==> src/rtl/pipeline_run_ctrl.sv <==
// rtl/pipeline_run_ctrl.sv - run/step/halt sequencer for a 5-stage pipeline
// Owns stage enables, hazard bubbles and the cycle/stall performance counters.
module pipeline_run_ctrl #(
  parameter int CNT_W        = 32,
  parameter int DRAIN_CYCLES = 4
) (
  input  logic             i_clk,
  input  logic             i_reset,
  input  logic             i_cmd_valid,
  input  logic [1:0]       i_cmd,
  input  logic             i_halt_wb,
  input  logic             i_load_use,
  output logic             o_cmd_ready,
  output logic             o_cmd_err,
  output logic             o_stage_en,
  output logic             o_pc_write,
  output logic             o_if_id_write,
  output logic             o_if_id_bubble,
  output logic             o_id_ex_bubble,
  output logic [2:0]       o_state,
  output logic             o_done,
  output logic [CNT_W-1:0] o_cycle_cnt,
  output logic [CNT_W-1:0] o_stall_cnt
);

  localparam int DRAIN_W = (DRAIN_CYCLES < 2) ? 1 : $clog2(DRAIN_CYCLES + 1);

  localparam logic [1:0] CMD_RUN   = 2'b00;
  localparam logic [1:0] CMD_STEP  = 2'b01;
  localparam logic [1:0] CMD_HALT  = 2'b10;
  localparam logic [1:0] CMD_CLEAR = 2'b11;

  typedef enum logic [2:0] {
    S_IDLE   = 3'd0,
    S_RUN    = 3'd1,
    S_STEP   = 3'd2,
    S_DRAIN  = 3'd3,
    S_HALTED = 3'd4
  } state_t;

  state_t             state;
  logic [DRAIN_W-1:0] drain_cnt;
  logic               cmd_acc;

  always_comb begin
    o_cmd_ready    = (state == S_IDLE) || (state == S_RUN) || (state == S_HALTED);
    o_stage_en     = (state == S_RUN) || (state == S_STEP) || (state == S_DRAIN);
    // During drain the front end is frozen while bubbles flush the back end.
    o_pc_write     = o_stage_en & ~i_load_use & (state != S_DRAIN);
    o_if_id_write  = o_pc_write;
    o_if_id_bubble = (state == S_DRAIN);
    o_id_ex_bubble = o_stage_en & i_load_use;
    o_state        = state;
    cmd_acc        = i_cmd_valid & o_cmd_ready;
  end

  always_ff @(posedge i_clk) begin
    if (!i_reset) begin
      state       <= S_IDLE;
      drain_cnt   <= '0;
      o_cycle_cnt <= '0;
      o_stall_cnt <= '0;
      o_cmd_err   <= 1'b0;
      o_done      <= 1'b0;
    end else begin
      o_cmd_err <= 1'b0;
      o_done    <= 1'b0;
      if (o_stage_en && (o_cycle_cnt != '1))
        o_cycle_cnt <= o_cycle_cnt + CNT_W'(1);
      if (o_id_ex_bubble && (o_stall_cnt != '1))
        o_stall_cnt <= o_stall_cnt + CNT_W'(1);

      case (state)
        S_IDLE: begin
          if (cmd_acc) begin
            case (i_cmd)
              CMD_RUN:  state <= S_RUN;
              CMD_STEP: state <= S_STEP;
              default:  o_cmd_err <= 1'b1;
            endcase
          end
        end
        S_RUN: begin
          // A retiring HALT instruction beats any host command.
          if (i_halt_wb) begin
            state  <= S_HALTED;
            o_done <= 1'b1;
          end else if (cmd_acc) begin
            if (i_cmd == CMD_HALT) begin
              state     <= S_DRAIN;
              drain_cnt <= DRAIN_W'(DRAIN_CYCLES);
            end else begin
              o_cmd_err <= 1'b1;
            end
          end
        end
        S_STEP: begin
          state  <= i_halt_wb ? S_HALTED : S_IDLE;
          o_done <= 1'b1;
        end
        S_DRAIN: begin
          drain_cnt <= drain_cnt - DRAIN_W'(1);
          if (i_halt_wb || (drain_cnt == DRAIN_W'(1))) begin
            state  <= S_HALTED;
            o_done <= 1'b1;
          end
        end
        S_HALTED: begin
          if (cmd_acc) begin
            if (i_cmd == CMD_CLEAR) begin
              state       <= S_IDLE;
              o_cycle_cnt <= '0;
              o_stall_cnt <= '0;
            end else begin
              o_cmd_err <= 1'b1;
            end
          end
        end
        default: state <= S_IDLE;
      endcase
    end
  end

endmodule

==> config.mk <==
export PLATFORM = sky130hd
export DESIGN_NAME = pipeline_run_ctrl
export DESIGN_NICKNAME = d
export VERILOG_FILES = /design/src/rtl/pipeline_run_ctrl.sv
export SDC_FILE = /design/constraint.sdc
export NUM_CORES = 1
export LEC_CHECK = 0
export BUFFER_PORTS_ARGS = -buffer_cell sky130_fd_sc_hd__clkbuf_2
export CAP_MARGIN = 20
export CORE_ASPECT_RATIO = 1.2
export CORE_UTILIZATION = 57
export CTS_BUF_LIST = sky130_fd_sc_hd__clkbuf_8
export CTS_CLUSTER_SIZE = 40
export DETAILED_ROUTE_END_ITERATION = 8
export GPL_TIMING_DRIVEN = 0
export PLACE_DENSITY_LB_ADDON = 0.3
export SLEW_MARGIN = 20
export SYNTH_ARGS = -nofsm -noshare
export SYNTH_HDL_FRONTEND = slang
export SYNTH_SLANG_ARGS = --single-unit
==> constraint.sdc <==
create_clock -name i_clk -period 2.7 [get_ports i_clk]
set_clock_uncertainty 0.05 [all_clocks]
set_input_delay 0.27 -clock i_clk [delete_from_list [all_inputs] [get_ports i_clk]]
set_output_delay 0.27 -clock i_clk [all_outputs]
set_load 0.03 [all_outputs]
==> results.tsv, run 1 <==
stage	metric	value	unit
critical_path	worstSetupStartpoint	o_state[0]$_SDFFE_PN0P_	
critical_path	endpoint_kind	register	
layout	area_growth	18.0	%
route	wirelength	10.9	mm
global_route	grt_max_degree	12	
worst_hold_path	hold_path_class	in -> reg	
clocking	cts_resized	0	
clocking	cts_tree	done	
pwr	max-vdd-ir-drop	0.297	mV
timing	setup_tns	0	ns
route	drtIter0Drc	271	
critical_path	worstPathMaxFanout	10	
clocking	postCtsSetupBuffers	0	
critical_path	critPathKind	reg -> reg	
timing	finalHoldViolCount	0	
layout	antenna_cells	0	
pwr	combinationalPowerShare	7.8	%
timing	report.final.slew_viol_count	0	
die	die_w	77.3	um
die	num_rows	32	
placement	io_buffers	81	
global_route	gr-usage-all-layers	30.9	%
clocking	clock_latency	0.35	ns
timing	finalHoldWorstSlack	0.107	ns
timing	finalSetupViolCount	0	
die	die_h	92.4	um
layout	nNetsFinal	580	
yosys	ys_seq_area_share	37.2	%
critical_path	cp.arrival	2.67	ns
timing	grt_setup_unrepaired	false	
pwr	clkPwrFrac	40.5	%
die	core	0.00649	mm^2
yosys	syn_avg_cell_area	8.13	um^2
global_route	grt_pass1_wl	17.7	mm
flow_run	drv_cap	0	
critical_path	critical_path.endpoint	o_stall_cnt[3]$_SDFF_PN0_	
clocking	cts_made_buffers	9	
yosys	syn_nets	488	
pwr	seq_power_share	51.6	%
pwr	power.switching	0.542	mW
clocking	cts_sinks	72	
placement	hpwl	7.61	mm
pwr	power.density	457	mW/mm^2
clocking	htree_levels	3	
clocking	clk_pin_slew	0.08	ns
outcome	status	finished, final reports clean	
critical_path	r2r_slack	0.19	ns
clocking	cts_hold_buf	0	
yosys	synth_warnings	0	
yosys	syn_area	0.00388	mm^2
layout	final_layout_size_suffix_gt1_share	22.2	%
route	drc_errors	0	
layout	fill_cells	559	
timing	slew-limit-headroom	32.6	%
route	vias	4230	
clocking	root_buffer	clkbuf_8	
pwr	switching_share	25.9	%
timing	max_clock_freq	398	MHz
global_route	antenna_found_initial	0	
route	drtAntennaViolNets	0	
timing	fin_crit_sh	93.0	%
critical_path	worstReg2RegStart	o_state[0]$_SDFFE_PN0P_	
yosys	synth-seq-cells	72	
die	pin_count	82	
critical_path	rr_worst_depth	7	
critical_path	timing.rr.end	o_stall_cnt[3]$_SDFF_PN0_	
timing	worst_pin_slew	0.998	ns
placement	place_congestion	0.886	
clocking	cts_buffer_depth	2	
critical_path	worst_setup_path_start_kind	register	
die	start_util	59.8	%
global_route	grt-ovfl-total	0	
critical_path	worstPathRequired	2.86	ns
timing	period_minus_slack	2.51	ns
global_route	grt_pass1_vias	3855	
die	die_area	0.00714	mm^2
route	dr.pass1.iters	5	
yosys	synth_cell_types	56	
pwr	leakagePower	1.73	nW
pwr	p_int	1.55	mW
yosys	syn_inst	477	
route	route.detailed.wl_per_inst	16.6	um
route	via_per_inst	6.43	
power by group through the flow:
stage | combinational (mW) | sequential (mW) | clock, mW
global placement | 0.156 | 1.10 | 0
detailed placement | 0.160 | 1.11 | 0
finish | 0.164 | 1.08 | 0.849
CTS | 0.161 | 1.08 | 0.850
global route | 0.175 | 1.08 | 0.908
floorplan | 0.0913 | 1.12 | 0
worst max-delay path, stage by stage (launching register included):
cell and delay (ns):
dfxtp_1 0.38, nor2_1 0.20, nand3_1 0.10, nand2_1 0.28, buf_2 0.31, clkbuf_1 0.41, buf_1 0.56, a21oi_1 0.09
how the worst min path moves through the flow:
stage,depth (start not counted),endpoint,startpoint
6_report,3,o_state[0]$_SDFFE_PN0P_,i_reset
5_1_grt,3,o_state[0]$_SDFFE_PN0P_,i_reset
4_1_cts,3,o_state[0]$_SDFFE_PN0P_,i_reset
3_5_place_dp,2,drain_cnt[0]$_SDFFE_PN0P_,drain_cnt[0]$_SDFFE_PN0P_
3_3_place_gp,2,drain_cnt[0]$_SDFFE_PN0P_,drain_cnt[0]$_SDFFE_PN0P_
2_1_floorplan,2,o_state[0]$_SDFFE_PN0P_,i_reset
cell usage in the layout (no fill, tap or decap), types with 3 or more instances in the layout:
cell type / n
a21oi_1: 51
a31oi_1: 5
nor4_1: 4
o211ai_1: 9
o31ai_1: 19
xor2_1: 3
ha_1: 4
and4_1: 10
nand4_1: 25
nor2_1: 21
inv_1: 9
o21ai_0: 25
clkbuf_8: 10
and3_1: 9
nand3_1: 30
or3_1: 23
clkinv_2: 3
clkbuf_1: 10
a31o_2: 3
dfxtp_1: 72
nor2b_1: 3
nor3_1: 4
buf_2: 7
or4_1: 31
nand2_1: 50
nand2b_1: 4
clkbuf_2: 82
xnor2_1: 3
cells in the mapped netlist, drive strengths merged:
cell type / count / area [um^2]
nand4: 27 / 181
mux2i: 2 / 20.0
o41ai: 1 / 8.76
a21oi: 53 / 273
o21bai: 1 / 11.3
o31a: 2 / 17.5
o211ai: 11 / 92.6
clkbuf: 11 / 41.3
nand2b: 4 / 25.0
or3: 23 / 144
o2111ai: 1 / 8.76
nand2: 50 / 188
or4: 32 / 244
xnor2: 3 / 26.3
a31o: 3 / 26.3
nor4: 5 / 37.5
a41o: 1 / 10.0
buf: 13 / 92.6
and4: 10 / 87.6
o21ai: 26 / 130
nand3b: 2 / 15.0
and2: 2 / 12.5
a21bo: 1 / 10.0
a31oi: 5 / 31.3
a211oi: 1 / 7.51
nor2b: 3 / 18.8
dfxtp: 72 / 1440
inv: 9 / 33.8
o31ai: 21 / 176
or2: 4 / 25.0
nor2: 22 / 85.1
nor3: 5 / 36.3
o311ai: 2 / 17.5
nor3b: 1 / 7.51
xor2: 3 / 26.3
and3: 9 / 56.3
a21o: 1 / 7.51
nand3: 30 / 150
ha: 4 / 50.1
clkinv: 1 / 3.75
registers in the layout (all words and copies together), names as in the netlist:
name / flops
o_cycle_cnt: 32
o_done: 1
drain_cnt: 3
o_stall_cnt: 32
o_state: 3
o_cmd_err: 1
metal layers:
layer,vias up,track usage (%),share of wire [%]
met5,-,0,0
li1,2018,-,-
met4,0,14.3,2.9
met3,36,5.02,6.2
met1,1977,36.6,41
met2,199,54.1,50
logic make-up after synthesis:
family	share of synthesized area [%]
xor gates and xnor gates	1.36
buffers and inverters	4.42
and+or+nand+nor	33.9
adders and majority gates	1.29
AOI/OAI and AO/OA	21.4
muxes	0.516
DFF	37.2
area by class of cell:
type | instances | area (um^2) | share of cell area (%)
Buffer | 24 | 135 | 2.95
Clock buffer | 10 | 138 | 3.01
Tap cell | 85 | 106 | 2.32
Multi-Input combinational cell | 371 | 2260 | 49.5
Clock inverter | 5 | 48.8 | 1.07
Inverter | 10 | 37.5 | 0.820
Timing Repair Buffer | 81 | 405 | 8.86
Sequential cell | 72 | 1440 | 31.5
metrics by stage:
stage | setup WS [ns] | std cells | utilization, % | total power, mW | instance area, um^2
global route | 0.0545 | 658 | 70.6 | 2.16 | 4580
detailed placement | 0.210 | 643 | 67.7 | 1.27 | 4390
global placement | 0.270 | 643 | 67.7 | 1.26 | 4390
floorplan | 0.117 | 477 | - | 1.21 | 3880
CTS | 0.223 | 658 | 70.5 | 2.09 | 4580
finish | 0.189 | 658 | 70.6 | 2.09 | 4580
(Power assumes the default switching activity.)
==> run 2, diff against run 1 <==
- RECOVER_POWER: not set -> 25
==> run 2 against run 1 <==
Core utilization is 0.69 points lower. Global-route usage is the same. Sequential share of layout area up 0.31 points. Non-clock buffer count stayed put. Design area decreased by 0.98%. Clock power hardly changed. Setup slack better by 0.00093 ns. Fmax is essentially flat. Power is essentially flat. Highest routed layer unchanged.
==> results.tsv, run 2 (synthesis gave the netlist of run 1 again) <==
stage	metric	value	unit
critical_path	worst_setup_path_start_kind	register	
layout	final_common_cell	dfxtp_1	
pwr	power.switching	0.544	mW
layout	final_layout_size_suffix_gt1_share	15.9	%
timing	finalHoldViolCount	0	
timing	report.final.slew_viol_count	0	
global_route	grt_max_degree	12	
global_route	grt-ovfl-total	0	
critical_path	endpoint_kind	register	
global_route	gr-usage-all-layers	30.9	%
placement	io_buffers	81	
die	start_util	59.8	%
pwr	max-vdd-ir-drop	0.296	mV
critical_path	worstPathRequired	2.86	ns
timing	max_clock_freq	398	MHz
pwr	combinationalPowerShare	7.8	%
timing	worst_pin_slew	1.03	ns
clocking	cts_tree	done	
clocking	htree_levels	3	
layout	antenna_cells	0	
placement	postPlaceCellArea	0.00439	mm^2
flow_run	drv_cap	0	
layout	final_cell_mix	72 x dfxtp_1, 51 x a21oi_1, 50 x nand2_1	
pwr	p_total	2.09	mW
pwr	seq_power_share	51.6	%
critical_path	r2r_slack	0.19	ns
route	via_per_inst	6.46	
timing	fin_crit_sh	93.0	%
route	drtIter0Drc	300	
placement	hpwl	7.61	mm
timing	finalHoldWorstSlack	0.107	ns
global_route	antenna_found_initial	0	
die	die_w	77.3	um
die	die_area	0.00714	mm^2
critical_path	cp_slowest_cell	buf_1	
die	num_rows	32	
timing	period_minus_slack	2.51	ns
clocking	postCtsSetupBuffers	0	
global_route	grt_pass1_vias	3855	
critical_path	critPathKind	reg -> reg	
clocking	cts_buffer_depth	2	
timing	finalSetupViolCount	0	
pwr	clkPwrFrac	40.6	%
critical_path	cp_cell_sequence	nor2_1 -> nand3_1 -> nand2_1 -> buf_2 -> clkbuf_1 -> buf_1 -> a21oi_1	
global_route	grt_pass1_wl	17.7	mm
clocking	root_buffer	clkbuf_8	
clocking	cts_made_buffers	9	
route	dr.pass1.iters	5	
pwr	switching_share	26.0	%
layout	area_growth	16.9	%
critical_path	slowest_delay	0.55	ns
route	drc_errors	0	
route	vias	4250	
placement	place_congestion	0.886	
worst_hold_path	hold_path_class	in -> reg	
die	die_h	92.4	um
layout	fill_cells	583	
timing	setup_tns	0	ns
critical_path	cp.arrival	2.67	ns
clocking	clock_latency	0.35	ns
critical_path	worstPathMaxFanout	10	
timing	grt_setup_unrepaired	false	
route	wirelength	11.0	mm
timing	postLayoutSetupSlackWorst	0.190	ns
layout	final_area	0.00453	mm^2
clocking	cts_sinks	72	
placement	placed_cells	643	
clocking	clk_pin_slew	0.08	ns
route	route.detailed.wl_per_inst	16.7	um
pwr	power.density	462	mW/mm^2
placement	pre_cts_slack	0.210	ns
timing	slew-limit-headroom	30.5	%
outcome	status	finished, final reports clean	
pwr	p_int	1.55	mW
layout	final_core_util	69.9	%
route	drtAntennaViolNets	0	
layout	final_cells	658	
die	core	0.00649	mm^2
die	pin_count	82	
layout	top_regs	o_cycle_cnt (32), o_stall_cnt (32)	
layout	nNetsFinal	580	
pwr	leakagePower	1.60	nW
run 2: cell counts in the layout (fill, tap and decap cells not counted):
Identical to the previous run, type by type.
run 2: power by group through the flow:
stage               logic, mW  registers, mW  clock network, mW
detailed placement      0.160           1.11                  0
finish                  0.163           1.08              0.851
CTS                     0.161           1.08              0.850
global placement        0.156           1.10                  0
floorplan              0.0913           1.12                  0
global route            0.174           1.08              0.908
run 2: area by class of cell:
type | instances | area [um^2] | area share [%]
clock buffer | 10 | 138 | 3.04
multi-input combinational | 371 | 2260 | 50.0
buffer | 24 | 135 | 2.98
sequential | 72 | 1440 | 31.8
inverter | 10 | 37.5 | 0.828
timing repair buffer | 81 | 360 | 7.95
tap | 85 | 106 | 2.35
clock inverter | 5 | 48.8 | 1.08
run 2: routing by layer:
metal	track usage [%]	part of all wire, %
met4	14.3	3.5
met3	5.02	6.9
met2	54.1	49
met5	0	0
met1	36.6	41
run 2: worst paths after layout:
kind                                                start                         to  cells after the start
worst min register to register  drain_cnt[0]$_SDFFE_PN0P_  drain_cnt[0]$_SDFFE_PN0P_                      2
worst max register to register    o_state[0]$_SDFFE_PN0P_  o_stall_cnt[3]$_SDFF_PN0_                      7
worst min-delay path                              i_reset    o_state[0]$_SDFFE_PN0P_                      3
worst max-delay path              o_state[0]$_SDFFE_PN0P_  o_stall_cnt[3]$_SDFF_PN0_                      7
run 2: timing repair:
| item | in CTS | in global routing |
|---|---|---|
| setup endpoints to repair | 0 | 1 |
| hold buffers | 0 | 0 |
| gates resized for setup | 0 | 2 |
run 2: worst max-delay path, delay by kind of cell (launching register included):
kind,cells,cell delay (ns)
buffers and inverters,3,1.27
AND/OR/NAND/NOR,3,0.58
flip-flops,1,0.38
AO/OA/AOI/OAI,1,0.09
==> run 3, diff against run 2 <==
- CORE_MARGIN: not set -> 3
- clock period: 2.7 -> 2.6 ns (I/O delays scaled with it)
==> run 3 against run 2 <==
Routed wire length rose by 0.23%. Fmax rose by 3.6%. Final cell count rose by 0.15%. Flip-flop and latch count did not move. Setup slack got worse by 0.014 ns. Combinational power rose by 2%. Non-clock buffer count did not move. Clock power rose by 34%. Critical endpoint is now o_cycle_cnt[9]$_SDFF_PN0_. Critical path depth rose by 1. Die area rose by 9.7%. Register-to-register slack barely moved. Power rose by 16%.
==> results.tsv, run 3 (synthesis gave the netlist of run 1 again) <==
stage	metric	value	unit
outcome	status	finished, final reports clean	
route	wl_met2	5.47	mm
route	vias	4265	
route	wirelength	11.0	mm
critical_path	timing.rr.end	o_cycle_cnt[9]$_SDFF_PN0_	
layout	area_growth	18.7	%
clocking	postCtsSetupBuffers	0	
die	num_rows	32	
pwr	max-vdd-ir-drop	0.263	mV
timing	period_minus_slack	2.42	ns
timing	finalSetupViolCount	0	
clocking	cts_buffer_depth	2	
global_route	grt_max_degree	13	
critical_path	worstPathMaxFanout	10	
die	die_h	96.4	um
critical_path	worstPathRequired	2.77	ns
route	drtAntennaViolNets	0	
die	core	0.00653	mm^2
placement	pre_cts_slack	0.145	ns
layout	top_regs	o_cycle_cnt (32), o_stall_cnt (32)	
timing	fin_crit_sh	93.2	%
layout	final_common_cell	dfxtp_1	
layout	final_area	0.00460	mm^2
placement	io_buffers	81	
layout	nNetsFinal	580	
clocking	clock_latency	0.35	ns
global_route	grt-ovfl-total	0	
global_route	gr-usage-all-layers	29.0	%
timing	finalHoldViolCount	0	
pwr	leakagePower	1.63	nW
route	drt-met1-wl	4.45	mm
route	via_per_inst	6.47	
clocking	root_buffer	clkbuf_8	
critical_path	critical_path.endpoint	o_cycle_cnt[9]$_SDFF_PN0_	
pwr	power.density	527	mW/mm^2
route	drc_errors	0	
critical_path	endpoint_kind	register	
global_route	grt_pass1_vias	3931	
placement	place_congestion	0.931	
timing	report.final.slew_viol_count	0	
layout	antenna_cells	0	
clocking	cts_sinks	72	
timing	grt_setup_unrepaired	false	
route	drtIter0Drc	275	
route	dr.max_layer_used	met4	
route	dr.pass1.iters	5	
global_route	antenna_found_initial	0	
critical_path	cp_slowest_cell	or4_4	
die	die_area	0.00783	mm^2
critical_path	r2r_slack	0.18	ns
global_route	grt_pass1_wl	18.1	mm
critical_path	worstReg2RegStart	o_cycle_cnt[0]$_SDFF_PN0_	
timing	worst_pin_slew	1.03	ns
critical_path	cp.arrival	2.59	ns
route	route.detailed.wl_per_inst	16.7	um
flow_run	drv_cap	0	
route	wl_met3	788	um
worst_hold_path	hold_path_class	in -> reg	
clocking	clk_pin_slew	0.08	ns
timing	setup_tns	0	ns
critical_path	worst_setup_path_start_kind	register	
clocking	cts_tree	done	
critical_path	cp_cell_sequence	ha_1 -> nand4_1 -> or4_4 -> o31ai_4 -> buf_6 -> buf_12 -> xnor2_1 -> nor2_2	
die	start_util	59.4	%
layout	final_layout_size_suffix_gt1_share	16.6	%
critical_path	rr_worst_depth	8	
placement	postPlaceCellArea	0.00439	mm^2
timing	finalHoldWorstSlack	0.115	ns
die	die_w	81.3	um
clocking	htree_levels	3	
layout	final_core_util	70.5	%
critical_path	worstSetupStartpoint	o_cycle_cnt[0]$_SDFF_PN0_	
timing	max_clock_freq	413	MHz
layout	final_cell_mix	72 x dfxtp_1, 51 x a21oi_1, 50 x nand2_1	
timing	slew-limit-headroom	30.5	%
timing	postLayoutSetupSlackWorst	0.176	ns
placement	hpwl	7.72	mm
clocking	cts_made_buffers	9	
critical_path	slowest_delay	0.56	ns
critical_path	critPathKind	reg -> reg	
die	pin_count	82	
==> run 3: per-layer routing <==
metal	up-vias	global-route usage, %
met2	205	49.9
met1	2014	35.6
met4	0	12.1
li1	2017	-
met3	29	4.49
met5	-	0
==> run 3: cell type report <==
type,instances,area [um^2]
multi-input combinational,371,2260
fill,546,1920
sequential,72,1440
timing repair buffer,81,360
clock buffer,11,151
buffer,24,138
tap,85,106
clock inverter,5,103
inverter,10,37.5
==> run 3: worst max-delay path: cells and delay by family, from the launching register on <==
| family | cells | cell delay, ns |
|---|---|---|
| xor gates and xnor gates | 1 | 0.13 |
| buffers and inverters | 2 | 0.34 |
| DFF | 1 | 0.42 |
| adders and majority gates | 1 | 0.25 |
| AOI/OAI and AO/OA | 1 | 0.33 |
| and+or+nand+nor | 3 | 0.77 |
==> run 3: where the power goes <==
| part | total (mW) | internal [mW] | switching [mW] | leakage (nW) |
|---|---|---|---|---|
| Sequential | 1.12 | 1.11 | 0.0109 | 0.580 |
| Clock | 1.14 | 0.688 | 0.447 | 0.126 |
| Combinational | 0.167 | 0.0429 | 0.124 | 0.924 |
==> run 3: worst min-delay path by stage <==
stage	startpoint	end	slack, ns	cells after the start
after floorplan	i_reset	o_state[0]$_SDFFE_PN0P_	0.33	2
after global placement	drain_cnt[0]$_SDFFE_PN0P_	drain_cnt[0]$_SDFFE_PN0P_	0.42	2
after detailed placement	drain_cnt[1]$_SDFFE_PN0P_	drain_cnt[1]$_SDFFE_PN0P_	0.44	2
after CTS	i_reset	o_state[0]$_SDFFE_PN0P_	0.10	3
after global routing	i_reset	o_state[0]$_SDFFE_PN0P_	0.12	3
final	i_reset	o_state[0]$_SDFFE_PN0P_	0.11	3
==> run 3: timing repair <==
action | CTS | global route
hold buffers | 0 | 0
setup endpoints to repair | 0 | 12
resized for setup | 0 | 5
==> run 3: metrics by stage <==
stage | instances | total power [mW]
after floorplan | 477 | 1.26
after global placement | 643 | 1.31
after detailed placement | 643 | 1.31
after CTS | 659 | 2.42
after global routing | 659 | 2.49
final | 659 | 2.43
